[config.mk]
export PLATFORM = sky130hd
export DESIGN_NAME = dmem_wbuf
export DESIGN_NICKNAME = d
export VERILOG_FILES = /design/src/rtl/dmem_wbuf_pkg.sv /design/src/rtl/dmem_wbuf_fifo.sv /design/src/rtl/dmem_wbuf.sv
export SDC_FILE = /design/constraint.sdc
export NUM_CORES = 1
export LEC_CHECK = 0
export CORE_UTILIZATION = 27
export DETAILED_ROUTE_END_ITERATION = 8
export PLACE_DENSITY = 0.59
export RECOVER_POWER = 25
export SETUP_SLACK_MARGIN = 0.3
export SYNTH_ARGS = -nofsm -noshare
export SYNTH_HDL_FRONTEND = slang
export SYNTH_SLANG_ARGS = --single-unit
[constraint.sdc]
create_clock -name clk -period 5.3 [get_ports clk]
set_clock_uncertainty 0.2 [all_clocks]
set_input_delay 1.59 -clock clk [delete_from_list [all_inputs] [get_ports clk]]
set_output_delay 1.59 -clock clk [all_outputs]
set_load 0.01 [all_outputs]
[src/rtl/dmem_wbuf_pkg.sv]
// Shared memory-side types for the data-memory write buffer: the queued store
// entry and the word-address boundary used for merge and hazard matching.
package dmem_wbuf_pkg;

   localparam int WB_ADDR_W     = 32;
   localparam int WB_DATA_W     = 32;
   localparam int WB_STRB_W     = WB_DATA_W / 8;
   localparam int WORD_ADDR_LSB = 2;
   localparam int WORD_W        = WB_ADDR_W - WORD_ADDR_LSB;

   typedef struct packed {
      logic [WB_ADDR_W-1:0] addr;
      logic [WB_DATA_W-1:0] data;
      logic [WB_STRB_W-1:0] strb;
   } wbuf_entry_t;

   // Overlay the strobed bytes of new_data onto old_data.
   function automatic logic [WB_DATA_W-1:0] merge_bytes(
      input logic [WB_DATA_W-1:0] old_data,
      input logic [WB_DATA_W-1:0] new_data,
      input logic [WB_STRB_W-1:0] strb
   );
      logic [WB_DATA_W-1:0] res;
      res = old_data;
      for (int b = 0; b < WB_STRB_W; b++) begin
         if (strb[b]) res[8*b +: 8] = new_data[8*b +: 8];
      end
      return res;
   endfunction

endpackage

[src/rtl/dmem_wbuf_fifo.sv]
// Circular store queue with push, pop and tail-merge ports, plus a per-slot
// word-address match vector covering only occupied slots.
module dmem_wbuf_fifo
   import dmem_wbuf_pkg::*;
#(
   parameter int DEPTH = 4,
   parameter int CNT_W = $clog2(DEPTH + 1)
) (
   input  logic              clk,
   input  logic              reset,
   input  logic              push,
   input  logic              pop,
   input  logic              merge,
   input  wbuf_entry_t       wr_entry,
   input  logic [WORD_W-1:0] match_word,
   output wbuf_entry_t       head,
   output logic [WORD_W-1:0] tail_word,
   output logic [CNT_W-1:0]  count,
   output logic [DEPTH-1:0]  match
);

   localparam int PTR_W = $clog2(DEPTH);

   wbuf_entry_t      mem [DEPTH];
   logic [PTR_W-1:0] wr_ptr_reg;
   logic [PTR_W-1:0] rd_ptr_reg;
   logic [PTR_W-1:0] tail_ptr;
   logic [CNT_W-1:0] count_reg;

   assign tail_ptr = wr_ptr_reg - PTR_W'(1);

   // Storage needs no reset: occupancy alone decides which slots are live.
   always_ff @(posedge clk) begin
      if (push) begin
         mem[wr_ptr_reg] <= wr_entry;
      end else if (merge) begin
         mem[tail_ptr].data <= merge_bytes(mem[tail_ptr].data, wr_entry.data, wr_entry.strb);
         mem[tail_ptr].strb <= mem[tail_ptr].strb | wr_entry.strb;
      end
   end

   always_ff @(posedge clk or posedge reset) begin
      if (reset) begin
         wr_ptr_reg <= '0;
         rd_ptr_reg <= '0;
         count_reg  <= '0;
      end else begin
         if (push) wr_ptr_reg <= wr_ptr_reg + PTR_W'(1);
         if (pop)  rd_ptr_reg <= rd_ptr_reg + PTR_W'(1);
         if (push && !pop)      count_reg <= count_reg + CNT_W'(1);
         else if (pop && !push) count_reg <= count_reg - CNT_W'(1);
      end
   end

   assign head      = mem[rd_ptr_reg];
   assign tail_word = mem[tail_ptr].addr[WB_ADDR_W-1:WORD_ADDR_LSB];
   assign count     = count_reg;

   // A slot is live when its distance from the read pointer is below the count.
   for (genvar gi = 0; gi < DEPTH; gi++) begin : g_match
      logic [PTR_W-1:0] age;
      assign age       = PTR_W'(gi) - rd_ptr_reg;
      assign match[gi] = ({1'b0, age} < count_reg) &&
                         (mem[gi].addr[WB_ADDR_W-1:WORD_ADDR_LSB] == match_word);
   end

endmodule

[src/rtl/dmem_wbuf.sv]
// Posted store buffer between the core data port and the data RAM: stores are
// acknowledged on enqueue, drained in order; loads stall on word overlap.
module dmem_wbuf
   import dmem_wbuf_pkg::*;
#(
   parameter int  DEPTH  = 4,
   parameter int  ADDR_W = WB_ADDR_W,
   parameter int  DATA_W = WB_DATA_W,
   parameter int  MERGE  = 1,
   localparam int CNT_W  = $clog2(DEPTH + 1),
   localparam int STRB_W = DATA_W / 8
) (
   input  logic              clk,
   input  logic              reset,
   input  logic              c_wready,
   output logic              c_wvalid,
   input  logic [ADDR_W-1:0] c_waddr,
   input  logic [DATA_W-1:0] c_wdata,
   input  logic [STRB_W-1:0] c_wstrb,
   input  logic              c_rready,
   output logic              c_rvalid,
   input  logic [ADDR_W-1:0] c_raddr,
   output logic              c_rresp,
   output logic [DATA_W-1:0] c_rdata,
   output logic              m_wready,
   input  logic              m_wvalid,
   output logic [ADDR_W-1:0] m_waddr,
   output logic [DATA_W-1:0] m_wdata,
   output logic [STRB_W-1:0] m_wstrb,
   output logic              m_rready,
   input  logic              m_rvalid,
   output logic [ADDR_W-1:0] m_raddr,
   input  logic              m_rresp,
   input  logic [DATA_W-1:0] m_rdata,
   input  logic              flush_req,
   output logic              flush_done,
   output logic [CNT_W-1:0]  count,
   output logic [15:0]       hazard_cnt
);

   wbuf_entry_t       wr_entry;
   wbuf_entry_t       head;
   logic [WORD_W-1:0] tail_word;
   logic [DEPTH-1:0]  match;
   logic              full;
   logic              merge_ok;
   logic              push;
   logic              merge;
   logic              pop;
   logic              hazard;
   logic              m_wready_reg;
   logic [CNT_W-1:0]  count_next;
   logic [15:0]       hazard_cnt_reg;

   assign wr_entry = '{addr: c_waddr, data: c_wdata, strb: c_wstrb};
   assign full     = (count == CNT_W'(DEPTH));

   // Never merge into the entry the RAM may be sampling right now.
   assign merge_ok = (MERGE != 0) && (count != '0) &&
                     (tail_word == c_waddr[ADDR_W-1:WORD_ADDR_LSB]) &&
                     ((count >= CNT_W'(2)) || !m_wready_reg);

   assign c_wvalid = c_wready && !flush_req && (!full || merge_ok);
   assign merge    = c_wvalid && merge_ok;
   assign push     = c_wvalid && !merge_ok;
   assign pop      = m_wready_reg && m_wvalid;

   dmem_wbuf_fifo #(
      .DEPTH (DEPTH),
      .CNT_W (CNT_W)
   ) u_fifo (
      .clk        (clk),
      .reset      (reset),
      .push       (push),
      .pop        (pop),
      .merge      (merge),
      .wr_entry   (wr_entry),
      .match_word (c_raddr[ADDR_W-1:WORD_ADDR_LSB]),
      .head       (head),
      .tail_word  (tail_word),
      .count      (count),
      .match      (match)
   );

   always_comb begin
      count_next = count;
      if (push && !pop)      count_next = count + CNT_W'(1);
      else if (pop && !push) count_next = count - CNT_W'(1);
   end

   assign hazard = |match;

   always_ff @(posedge clk or posedge reset) begin
      if (reset) begin
         m_wready_reg   <= 1'b0;
         hazard_cnt_reg <= '0;
      end else begin
         m_wready_reg <= (count_next != '0);
         if (c_rready && hazard && (hazard_cnt_reg != 16'hFFFF))
            hazard_cnt_reg <= hazard_cnt_reg + 16'd1;
      end
   end

   assign m_wready   = m_wready_reg;
   assign m_waddr    = head.addr;
   assign m_wdata    = head.data;
   assign m_wstrb    = head.strb;
   assign m_rready   = c_rready && !hazard;
   assign m_raddr    = c_raddr;
   assign c_rvalid   = m_rvalid;
   assign c_rresp    = m_rresp;
   assign c_rdata    = m_rdata;
   assign flush_done = flush_req && (count == '0);
   assign hazard_cnt = hazard_cnt_reg;

endmodule

; Word-level counts from Yosys, hierarchy flattened
; Memories as Yosys holds them, arrays and structs flattened.
; Index checks and enable logic that the tools add are counted.
[totals]
ff_bits = 24
mem_bits_rw = 272
input_bits = 140
out_inout_bits = 157
word_cells = 82
mem_count = 1
[memory_table]
columns = name, words, width, read_ports, rd_ports_with_merged_regs, write_ports, line_no
row1 = u_fifo.mem, 4, 68, 6, 0, 1, dmem_wbuf_fifo.sv:24  ; wbuf_entry_t mem [DEPTH];
[classes]
addsub = 10
magnitude_cmp = 5
n_eq_ne = 7
n_mux = 22
bitwise_logic = 1
n_reduce_logical = 31
[ops]
columns = operator, n
row1 = $eq 30x30->1, 5
row2 = $mux 8, 12
row3 = $mux 68, 1
row4 = $reduce_or 68->1, 1
row5 = $logic_and 1x1->1, 17
row6 = $add 16x1->16 const B, 1
row7 = $ne 16x16->1 const B, 1
row8 = $lt 2x3->1, 4
row9 = $logic_not 1->1, 7
row10 = $mux 3, 2
row11 = $reduce_bool 3->1, 2
row12 = $mux 1, 5
row13 = $add 2x1->2 const B, 2
row14 = $mux 2, 2
row15 = $or 4x4->4, 1
row16 = $reduce_or 4->1, 1
row17 = $sub 1x2->2 const A, 2
row18 = $sub 2x2->2 const A, 2
row19 = $add 3x1->3 const B, 1
row20 = $eq 3x3->1 const B, 1
row21 = $ge 3x2->1 const B, 1
row22 = $logic_not 3->1, 1
row23 = $sub 3x1->3 const B, 1
row24 = $logic_or 1x1->1, 2
row25 = $sub 2x1->2 const B, 1

; Logic depth before layout (Yosys ltp)
; Gate-level depths: netlist (run 1).
; An unclocked memory read counts as a cell.
[logic_depth]
ltp_word = 13
depth_mapped = 16
depth_no_buf = 11

; By module
; From an unflattened synthesis (run 1), not the netlist that was laid out.
[unflattened]
hier_cells = 939
area_unflattened_um2 = 15837.7
[by_module_without_submodules]
columns = mod, instances, cells_per_inst, area_each_um2, seq_area_each_um2
row1 = dmem_wbuf_fifo, 1, 731, 13993.4, 8343.0
row2 = dmem_wbuf, 1, 208, 1844.3, 425.4

; Worst setup path before layout (run 1)
; OpenSTA, ideal clock, no wires.
[synth_timing]
path_type = input-to-reg
start = in c_waddr[3]
end = mem u_fifo.mem[1][0] in the netlist's numbering (enable)
setup_time_ps = 441
t_arrival_ps = 5340
required_time_ps = 4659
path_slack_ps = -681
stages = 10
n_path_buf = 2
path_cell_list = a221oi_1 -> a31oi_1 -> or4_1 -> or4_4 -> nor2_1 -> and2_1 -> buf_4 -> buf_2 -> nand3b_1 -> a21oi_1
[synth_via]
elab_chain_cells = 11
word_cells_on_any_way = 16
cone_classes = eq/ne: 1 / mux: 7 / reduce/logical: 8
[synth_lines]
columns = item, line_no
row1 = "start, declared", dmem_wbuf.sv:17  ; input logic [ADDR_W-1:0] c_waddr,
row2 = $eq 30x30->1 *, dmem_wbuf.sv:60  ; (tail_word == c_waddr[ADDR_W-1:WORD_ADDR_LSB]) &&
row3 = $logic_and 1x1->1 *, dmem_wbuf.sv:59  ; assign merge_ok = (MERGE != 0) && (count != '0) &&
row4 = $logic_and 1x1->1 *, dmem_wbuf.sv:60
row5 = $logic_or 1x1->1, dmem_wbuf.sv:63  ; assign c_wvalid = c_wready && !flush_req && (!full || merge_ok);
row6 = $logic_and 1x1->1, dmem_wbuf.sv:63
row7 = $logic_and 1x1->1, dmem_wbuf.sv:64  ; assign merge = c_wvalid && merge_ok;
row8 = $mux 1, dmem_wbuf_fifo.sv:36  ; end else if (merge) begin
row9 = $mux 1, dmem_wbuf_fifo.sv:34  ; if (push) begin
row10 = $mux 1 (implied by the code), "dmem_wbuf_fifo.sv:37, dmem_wbuf_fifo.sv:38"
row11 = $reduce_or 68->1 (no source line), --
row12 = $mux 2 (no source line), --
row13 = "end, declared", dmem_wbuf_fifo.sv:24
; Mark *: on every way between the ends. The rest lies on a longest branch, timed or not.

; Worst setup path after layout (run 1)
[layout_timing]
start = in c_waddr[23]
end = out c_wvalid
[layout_via]
elab_chain_cells = 5
[layout_lines]
columns = item, line_no
row1 = $eq 30x30->1, dmem_wbuf.sv:60
row2 = $logic_and 1x1->1, dmem_wbuf.sv:59
row3 = $logic_and 1x1->1, dmem_wbuf.sv:60
row4 = $logic_or 1x1->1, dmem_wbuf.sv:63
row5 = $logic_and 1x1->1, dmem_wbuf.sv:63
row6 = "end, declared", dmem_wbuf.sv:16  ; output logic c_wvalid,
; Every way passes these cells.

==> results of run 1 <==
## worst register-to-register path: stages, from the launching register on
cell and delay [ps]:
dfrtp_4 510, buf_12 140, buf_12 150, buf_12 160, mux4_2 430, xor2_1 320
nor4_1 120, buf_4 150, nand4_1 190, buf_4 150, buf_4 90, buf_4 90
o21a_1 150, nor3b_4 880, buf_12 300
## metal layers
metal,share of wire (%),wire (um),vias up
li1,-,-,4227
met5,0.065,31,-
met3,7.9,3790,112
met4,3.5,1680,4
met1,40,19300,5097
met2,48,23200,374
## final cells by class
class                   instances  area [um^2]  share of cell area (%)
multi-input cells             549         7230                    33.7
flip-flops and latches        296         8780                    41.0
well taps                     756          946                    4.41
inverters                      13         48.8                   0.228
clock inverters                13          143                   0.665
repair buffers                347         3320                    15.5
clock buffers                  48          966                    4.50
## cell usage after synthesis, drive strengths merged, types with 3 or more instances
cell type,number,share of area (%)
a21o,4,0.19
a21oi,11,0.35
and2,3,0.12
and3,6,0.24
buf,91,4.0
clkbuf,20,0.48
dfrtp,24,3.8
edfxtp,272,52
ha,9,0.72
inv,13,0.31
mux2,33,2.4
mux2i,14,0.89
mux4,128,18
nand2,19,0.46
nand3,12,0.38
nand3b,3,0.14
nand4,9,0.36
nor2,17,0.41
nor2b,38,1.5
nor3,8,0.26
nor4,30,1.2
o211ai,7,0.34
o21ai,5,0.16
or4,4,0.22
xnor2,38,2.1
xor2,133,7.4
## worst max-delay path by stage
stage,slack (ps),to,start,cells past startpoint
after floorplan,300,c_wvalid,c_waddr[3],7
after global placement,-980,c_wvalid,c_waddr[3],10
after detailed placement,-1020,c_wvalid,c_waddr[3],10
after CTS,10,c_wvalid,u_fifo.wr_ptr_reg[1],10
after global routing,-90,c_wvalid,u_fifo.wr_ptr_reg[1],10
final,-20,c_wvalid,c_waddr[23],10
## layout by cell type, fill, tap and decap left out, types with 23 or more instances in the layout
cell,instances
edfxtp_1,272
xor2_2,46
nor2b_1,38
mux2_1,32
xor2_1,67
buf_2,27
clkbuf_16,36
clkdlybuf4s50_1,153
buf_6,23
xnor2_1,32
mux4_2,128
buf_4,85
## through the flow
step                util (%)  total power [W]  std cells  cell area [um^2]
floorplan                  -          0.00534        969             15700
finish                  37.7          0.00956       2022             21400
detailed placement      34.0          0.00714       1948             19300
global route            37.7           0.0100       2022             21400
global placement        34.0          0.00714       1948             19300
CTS                     37.3          0.00969       2016             21200
## power breakdown
part | total [W] | leakage (nW) | switching, W | internal [W]
registers | 0.00307 | 2.76 | 0.000224 | 0.00284
logic | 0.00413 | 4.03 | 0.00199 | 0.00214
clock network | 0.00236 | 0.546 | 0.000975 | 0.00138
total | 0.00956 | 7.34 | 0.00319 | 0.00637
## repair_timing
item                       in CTS  in global routing
pin swaps                      37                 17
gates resized for setup       278                 56
hold endpoints to repair        0                  0
setup buffers                   7                  6
cloned                          0                  0
setup endpoints to repair       2                  2
## logic make-up (layout without fill, tap and decap cells)
kind of cell	count (synthesis)	in the layout	share of synthesized area [%]
AND/OR/NAND/NOR	155	155	5.58
AO/OA/AOI/OAI	39	39	1.65
flip-flops	296	296	56.0
XOR/XNOR	171	171	9.56
buffers and inverters	124	421	4.83
adder cells (fa/ha/maj)	9	9	0.719
multiplexers	175	175	21.7
==> run summary, run 1 <==
The run finished, with violations left. The final reports fail on setup timing. Data on the critical path is required at its endpoint by 3510 ps.

The number of hold violations in the final report is 0, and the number of nets in the synthesized netlist is 1,118. The H-tree level count came out at 2. For this run, the number of Yosys warnings is 0.

The dominant delay contributor by cell family on the critical path is simple AND/OR/NAND/NOR gates. Number of diodes added for antenna fixing: 0. The via count of the first global-routing pass was 10.6k. Delay of the slowest cell on the worst path: 630 ps. After detailed routing, the number of remaining DRC violations is 0. For this run, asynchronously set or reset flops after synthesis account for 8.11%. After clock tree synthesis, the clock-pin slew on the worst setup and hold paths is 60 ps. The count of filler cells inserted in the layout was 5,329. The tools report the source of the worst register-to-register timing path as u_fifo.wr_ptr_reg[1]. In the global route stage, overall resource usage came out at 16.2%. The count of nets left with antenna violations once routing finished came out at 0. The actual transition at the worst max-transition pin was 1060 ps.

The tightest slew margin relative to the limit was 29.5%. The logs give 0 for the number of buffers inserted for hold repair after clock tree synthesis and -1020 ps for the worst slack at placement. Data on the critical path arrives at its endpoint at 3530 ps.

The core region is 56,800 um^2. The worst-case IR drop observed on VDD is 0.325 mV. The tools report the initial cell density of the core as 27.6%.

Clock period minus final worst setup slack: 5320 ps. The count of vias placed by the detailed router was 9,814. At the end of routability-driven placement, the weighted congestion stood at 0.866. The path with the worst hold slack has its endpoint at hazard_cnt[5].

In the global route stage, met2 resource usage came out at 26.4%. The count of standard-cell rows came out at 87. For this run, global-route usage on met3 was measured as 5.03%.

The final count of negative-setup-slack endpoints was 1; the final-report max-slew violation count was 0. TritonCTS built the clock tree. The startpoint identified for the worst hold timing path is hazard_cnt[5]. The global route total overflow was 0; the average vias per placed instance was 4.85.

Walking the worst path, the cells encountered are dlygate4sd2_1 -> nor2b_1 -> mux2i_1 -> o22ai_1 -> nand3_1 -> or4_4 -> nor2_4 -> o21ai_4 -> inv_2 -> buf_6. Number of stages on the worst hold path: 1. Launching element type of the critical path: an input pin. Clock tree synthesis found a total of 296 sinks.

The number of flip-flops and latches in the synthesized netlist is 296. Counting both buffers and inverters, the worst setup path holds a total of 3. Counting the buffers created by CTS gives 36. Hold timing on the final database bottoms out at a slack of 285 ps. The global routing's busiest layer was met2.

Setup repair after global routing could not meet its margin everywhere. The tightest min-delay check is of the reg -> reg type. In this run, synthesis inferred 272 flip-flops with an integrated enable.

The floorplan step set the die height to 243 um. For the met1 routing resource usage after global routing, the log shows 20.1%. The power per standard cell area is 446 nW/um^2, and the flip-flop count of the largest register after layout is 272. The total negative setup slack came out at -20.2 ps. The buffer levels on the longest clock path is 3, and the number of maximum-capacitance violations is 0. The logs give 7 for the number of detailed-routing iterations run before antenna repair and 7.34 nW for the leakage power figure.

The quantity of I/O buffers inserted on ports was 224; the minimum setup slack in the final design was -20.2 ps. The length in cells of the worst reg-to-reg path came out at 14. After detailed routing, the average wire length per cell comes to 23.7 um. Setup slack on the worst reg-to-reg path comes out at 940 ps.

The first routing iteration left 675 violations. The worst setup path is captured at an output port. Entering global routing, the biggest net connects 63 pins.

The tools report the floorplan die area as 59,000 um^2. The endpoint identified for the worst register-to-register timing path is u_fifo.mem[2][43]. The tree is rooted in a clkbuf_16. The synthesis-to-layout area growth works out to 36.9%. The tools report the peak clock frequency supported by timing as 188 MHz. Measured along the x axis, the die boundary spans 243 um. The class of the most critical setup path is in -> out. Synthesis instantiated 46 different standard cells from the library. For this run, the leading register cell type out of synthesis is edfxtp_1. Cells with a size suffix above 1 make up 36.1% of the layout. The library cell contributing the largest single delay on the critical path is or4_4. After synthesis the cells add up to 15,700 um^2. The run gives 297 as the number of ports placed on the die boundary. The tools report the synthesized instance count as 969.

After synthesis, the mean cell area works out to 16.2 um^2. Wires add up to 47.9 mm. The net total in the final layout is 1,392, and the final worst-path cycle share is 100%. Once detailed placement completed, the half-perimeter wirelength came to 33.9 mm.

Along the worst path, the maximum fanout reaches 5. The number of antenna violations at the first check in global routing is 5. The post-synthesis sequential area ratio came out at 56.0%. First-pass GRT wire length: 70.4 mm. Clock latency on the worst-skew pair, taken at its later pin, is 560 ps.
(Power assumes the default switching activity.)
==> run 2: changes to the inputs <==
- CORE_MARGIN: default -> 4
==> run 2 against run 1 <==
- the run still ends with setup timing left
- largest cell class unchanged
- critical endpoint unchanged
- critical path type unchanged
- design area is 1.3% lower
- power is 1.1% lower
- core utilization decreased by 0.97 points
- clock power down 5%
==> run summary, run 2 (same netlist as run 1, synthesis figures left out) <==
The tools report the peak clock frequency supported by timing as 186 MHz. Setup repair after global routing could not meet its margin everywhere. The core region is 57,600 um^2. The DRC violation count after routing is 0, and the arrival time of data at the critical path endpoint is 3580 ps. The H-tree level count is 2, and the highest net fanout along the worst path is 3. Launching element type of the critical path: an input pin. Measured along the x axis, the die boundary spans 249 um. Headroom to the max-slew limit came out at 24.4%.

For this design the top-level I/O count stands at 297. After detailed routing, the number of vias per cell comes to 4.84. The tools report the maximum number of pins on one net before global-route repair as 57. The register with the most flip-flops in the layout has 272 of them.

The via count of the first global-routing pass is 10.4k, and the insertion delay of the later-clocked pin in the worst-skew pair is 540 ps. The final count of negative-setup-slack endpoints was 1. The logs give 7.22 nW for the leakage power figure and 0 for the final-report max-slew violation count. The number of hold violations in the final report was 0; the floorplan die area was 61,900 um^2. Power spread over the standard cell area amounts to 447 nW/um^2. IR analysis of the VDD net gives a maximum drop of 0.314 mV. The routed length per placed instance is 24.0 um. The tightest min-delay check is of the reg -> reg type.

The run finished, with violations left. The tools report the count of vias placed by the detailed router as 9,792. For this configuration, the core starts out at a cell density of 27.2%.

Relative to the synthesized area, the layout overhead comes to 35.2%. Final worst-path cycle share: 101%. The tools report the type of destination of the critical path as an output port.

In this run, the number of DRC markers left after iteration 0 of detailed routing was 711. The number of antenna violations at the first check in global routing came out at 6. The number of maximum-capacitance violations is 0, and the global route total overflow is 0.

TritonCTS built the clock tree. Leaving out fill and tap cells, the most frequent cells in the layout are 272 x edfxtp_1, 158 x clkdlybuf4s50_1, 128 x mux4_2, 84 x buf_4, 72 x xor2_1. The finished cells cover 21,200 um^2.

No sink is reached through more buffers than the 3 on the longest clock path. Row generation in the floorplan step produced 88 rows. The HPWL after detailed placement is 34.6 mm.

Total power for the finished layout comes to 0.00946 W. Clock period minus final worst setup slack: 5370 ps. Global routing used 15.3% of the available tracks. The tools report the number of buffers added by the clock tree synthesis step as 36. The commonest non-fill, non-tap cell in the layout is edfxtp_1. For the worst setup path, the data required time is 3510 ps. Clock transition at the register clock pins on the worst setup and hold paths after CTS: 60 ps. The final reports fail on setup timing. The actual transition at the worst max-transition pin came out at 1130 ps. Clock tree synthesis found a total of 296 sinks. The minimum setup slack in the final design is -72.4 ps.

The residual antenna-violating net count after detailed routing is 0. The final layout contains 1,384 nets. Buffers placed on the I/O ports in this run total 224. Class of the most critical setup path: in -> out. The number of buffers inserted for hold repair after clock tree synthesis is 0, and the fraction of layout cells with a size suffix above 1 is 34.9%. The first global-routing pass estimated 71.3 mm of wire.

The placed instances occupy a cell area of 19,200 um^2. The root buffer cell chosen for the clock tree is clkbuf_16. The total detailed-routing wirelength is 48.6 mm, and the core occupancy in the finished layout is 36.8%.

The worst slack on hold paths is 295 ps, and the height of the chip is 249 um. The first detailed-routing pass ran for 5 iterations. Routability-driven placement finished with a final weighted congestion of 0.832.
[run 2: final timing paths]
check,start,endpoint,slack [ps],cells after the start
setup / recovery,c_waddr[8],c_wvalid,-70,9
hold / removal,hazard_cnt[5],hazard_cnt[5],300,1
setup reg to reg,u_fifo.wr_ptr_reg[1],u_fifo.mem[1][4],960,12
hold reg to reg,hazard_cnt[5],hazard_cnt[5],300,1
max in group asynchronous,reset,u_fifo.wr_ptr_reg[0],2580,2
min in group asynchronous,reset,hazard_cnt[5],1550,2
[run 2: through the flow]
stage | setup TNS, ps | cells | worst slack (ps)
6_report | -72.4 | 2023 | -72.4
5_1_grt | -155 | 2022 | -131
4_1_cts | -47.2 | 2018 | -47.2
3_5_place_dp | -1890 | 1949 | -906
3_3_place_gp | -2730 | 1949 | -937
2_1_floorplan | 0 | 969 | 301
[run 2: critical path, cell delays in order]
cell and delay, ps:
clkdlybuf4s15_2 230, nand3_1 110, o221ai_1 120, or4_4 540, or4_4 550, nor2_4 160, o21ai_4 80, inv_2 80
buf_6 120
[run 2: layout make-up]
class                           count  area, um^2
Timing Repair Buffer              339        3210
Clock inverter                     21         136
Sequential cell                   296        8780
Fill cell                        5433       36400
Antenna cell                        1        2.50
Tap cell                          765         957
Inverter                           13        48.8
Clock buffer                       39         912
Multi-Input combinational cell    549        7120
[run 2: power breakdown]
part / leakage [nW] / internal (W) / switching, W
Combinational: 3.94 / 0.00215 / 0.00204
Clock: 0.518 / 0.00128 / 0.000954
Sequential: 2.76 / 0.00284 / 0.000189
[run 2: layer usage]
metal	vias up	global-route usage (%)	part of all wire, %
li1	4212	-	-
met1	5102	18.7	39
met2	368	25.2	49
met3	102	5.66	9.0
met4	8	5.06	3.3
met5	-	0	0.13
[run 2: repair_timing]
action                                  CTS  global route
endpoints found under the setup margin    2             2
pin swaps                                34            14
gates resized for setup                 255            57
setup buffers                             9             4
==> run 3: changes to the inputs <==
- CAP_MARGIN: default -> 30
==> run 3 against run 2 <==
- the flow still finishes with violations (setup timing)
- flip-flop and latch count stayed put
- final cell count grew 0.20%
- core utilization decreased by 0.15 points
- sequential power about the same
- sequential share of layout area rose by 0.17 points
- critical path depth grew 1
- die area is the same
- count of clock-buffer cells in the layout grew 6
- worst setup slack improved by 39 ps
- largest cell class unchanged
==> run summary, run 3 (same netlist as run 1, synthesis figures left out) <==
The run finished, with violations left. The checks that failed: setup timing. The number of maximum-capacitance violations is 0, and the net total in the final layout is 1,385. The HPWL after detailed placement is 34.6 mm. The via count of the first global-routing pass came out at 10.5k. The tools report the number of design-rule violations left by the first detailed-router iteration as 708. Setup repair after global routing could not meet its margin everywhere. The height of the chip is 249 um. Measured in cells, the most critical reg-to-reg path has a length of 11. The clock period minus final worst setup slack came out at 5330 ps.

In the layout the commonest cells are 272 x edfxtp_1, 158 x clkdlybuf4s50_1, 128 x mux4_2, 84 x buf_4, 73 x xor2_1. The die width is 249 um. IR analysis of the VDD net gives a maximum drop of 0.335 mV. Leaving out fill and tap cells, the most frequent cell in the layout is edfxtp_1. After clock tree synthesis, the flow added hold-fix buffers numbering 0. The tools report the final-report max-slew violation count as 0. Global routing used 15.4% of the available tracks across all layers.

The H-tree was split into 2 levels. The worst min-delay path category was reg -> reg. Sink count of the clock tree: 296. The number of hold violations in the final report was 0. The source of the worst register-to-register timing path was u_fifo.wr_ptr_reg[1]. In this run the standard cell core region covers 57,600 um^2. The number of ports placed on the die boundary was 297; the minimum setup slack in the final design was -33.8 ps. The worst setup path is captured at an output port. The leakage power figure was 7.21 nW. The logs give 71.9 mm for the first-pass GRT wire length and 0 for the residual antenna-violating net count after detailed routing.

In this run the tightest slew margin relative to its limit is 40.5%. The post-route netlist has 34.3% of its cells at a drive strength greater than 1. For this run the aggregate overflow at the end of global routing stands at 0. The worst hold path terminates at hazard_cnt[5]. From synthesis to final layout, the design area changed by 34.6%. Quantity of I/O buffers inserted on ports: 224. The longest clock path from root to sink contains 3 buffers.

At the worst endpoint, the required time is 3510 ps. The tools report the cell at the root of the clock tree as clkbuf_16. The first TritonRoute pass finished after 5 iterations. The flip-flop count of the largest register after layout is 272, and the number of stages on the worst hold path is 1.

TritonCTS built the clock tree. Once layout is complete, the cells apart from fillers number 2,027. For the final count of negative-setup-slack endpoints, the log shows 1.

The critical path is of the in -> out type. Derived from the worst setup path, the maximum achievable clock frequency is 187 MHz. Including well taps, the total number of placed cells is 1,951. The run gives 19,300 um^2 as the post-place instance area. Highest net fanout along the worst path: 3. Entering global routing, the biggest net connects 57 pins. The completed layout was analyzed and its total power is 0.00943 W.

For the worst-skew pair, the clock arrives at the later sink with an insertion delay of 540 ps. The worst hold path startpoint is hazard_cnt[5]. For this run, design rule violations remaining after detail routing come to 0. The run gives 35 as the number of buffers added by the clock tree synthesis step. For the pin with the worst max-slew slack, the measured transition is 893 ps. The area of all placed cells without fillers is 21,100 um^2, and the number of antenna violations at the first check in global routing is 5. End of the worst register-to-register path: u_fifo.mem[1][25]. Dividing the final minimum period by the clock period gives 101%. The arrival time of data at the critical path endpoint came out at 3540 ps. For this configuration, the core starts out at a cell density of 27.2%. For this design the ratio of total power to cell area is 447 nW/um^2. The final route contains 9,758 vias.

For flop-to-flop paths, the worst setup slack is 1010 ps. The die covers 61,900 um^2. The total detailed-routing wirelength is 48.6 mm. The worst setup path is launched from an input pin.

Average vias per placed instance: 4.81. The floorplan has 88 rows. The congestion estimate from routability-driven global placement came to 0.832.

Routed length per placed instance: 24.0 um. After clock tree synthesis, the clock-pin slew on the worst setup and hold paths is 60 ps.
==> run 3: timing repair <==
item                       CTS  global route
gates resized for setup    264            34
setup buffers               12             0
pin swaps                   29            12
setup endpoints to repair    2             2
==> run 3: final cells by class <==
class	instances	area, um^2
diodes	1	2.50
flip-flops and latches	296	8780
well taps	765	957
multi-input cells	549	7010
fillers	5425	36500
inverters	13	48.8
clock buffers	45	945
clock inverters	17	93.8
repair buffers	341	3250
==> run 3: power breakdown <==
group	switching, W	leakage, nW	internal (W)
sequential	0.000184	2.76	0.00284
combinational	0.00204	3.94	0.00216
clock	0.000940	0.512	0.00126
==> run 3: metrics by stage <==
step                      setup WS (ps)  util [%]  hold slack, ps  TNS (ps)
after floorplan                     301         -             319         0
after global placement             -937      33.4             282     -2730
after detailed placement           -914      33.4             286     -3000
after CTS                         -34.2      36.4             298     -34.2
after global routing              -87.9      36.6             332      -104
final                             -33.8      36.6             294     -33.8
==> run 3: critical path: stages <==
cell and delay (ps):
buf_6 100, xnor2_2 100, buf_4 140, nand4_1 80, or4_4 560, or4_4 550, nor2_4 150, o21ai_4 80
inv_2 80, buf_6 110
==> run 3: worst max path at each step <==
stage                      from  endpoint  slack, ps
global route        c_waddr[18]  c_wvalid        -90
global placement     c_waddr[3]  c_wvalid       -940
finish               c_waddr[4]  c_wvalid        -30
detailed placement   c_waddr[3]  c_wvalid       -910
CTS                  c_waddr[4]  c_wvalid        -30
floorplan            c_waddr[3]  c_wvalid        300
==> run 3: layer usage <==
layer	GRT usage [%]	up-vias	wire length (um)	share of wire [%]
li1	-	4217	-	-
met1	19.0	5062	18800	39
met2	25.3	367	23800	49
met3	5.18	106	4370	9.0
met4	5.34	6	1640	3.4
met5	0	-	47	0.097
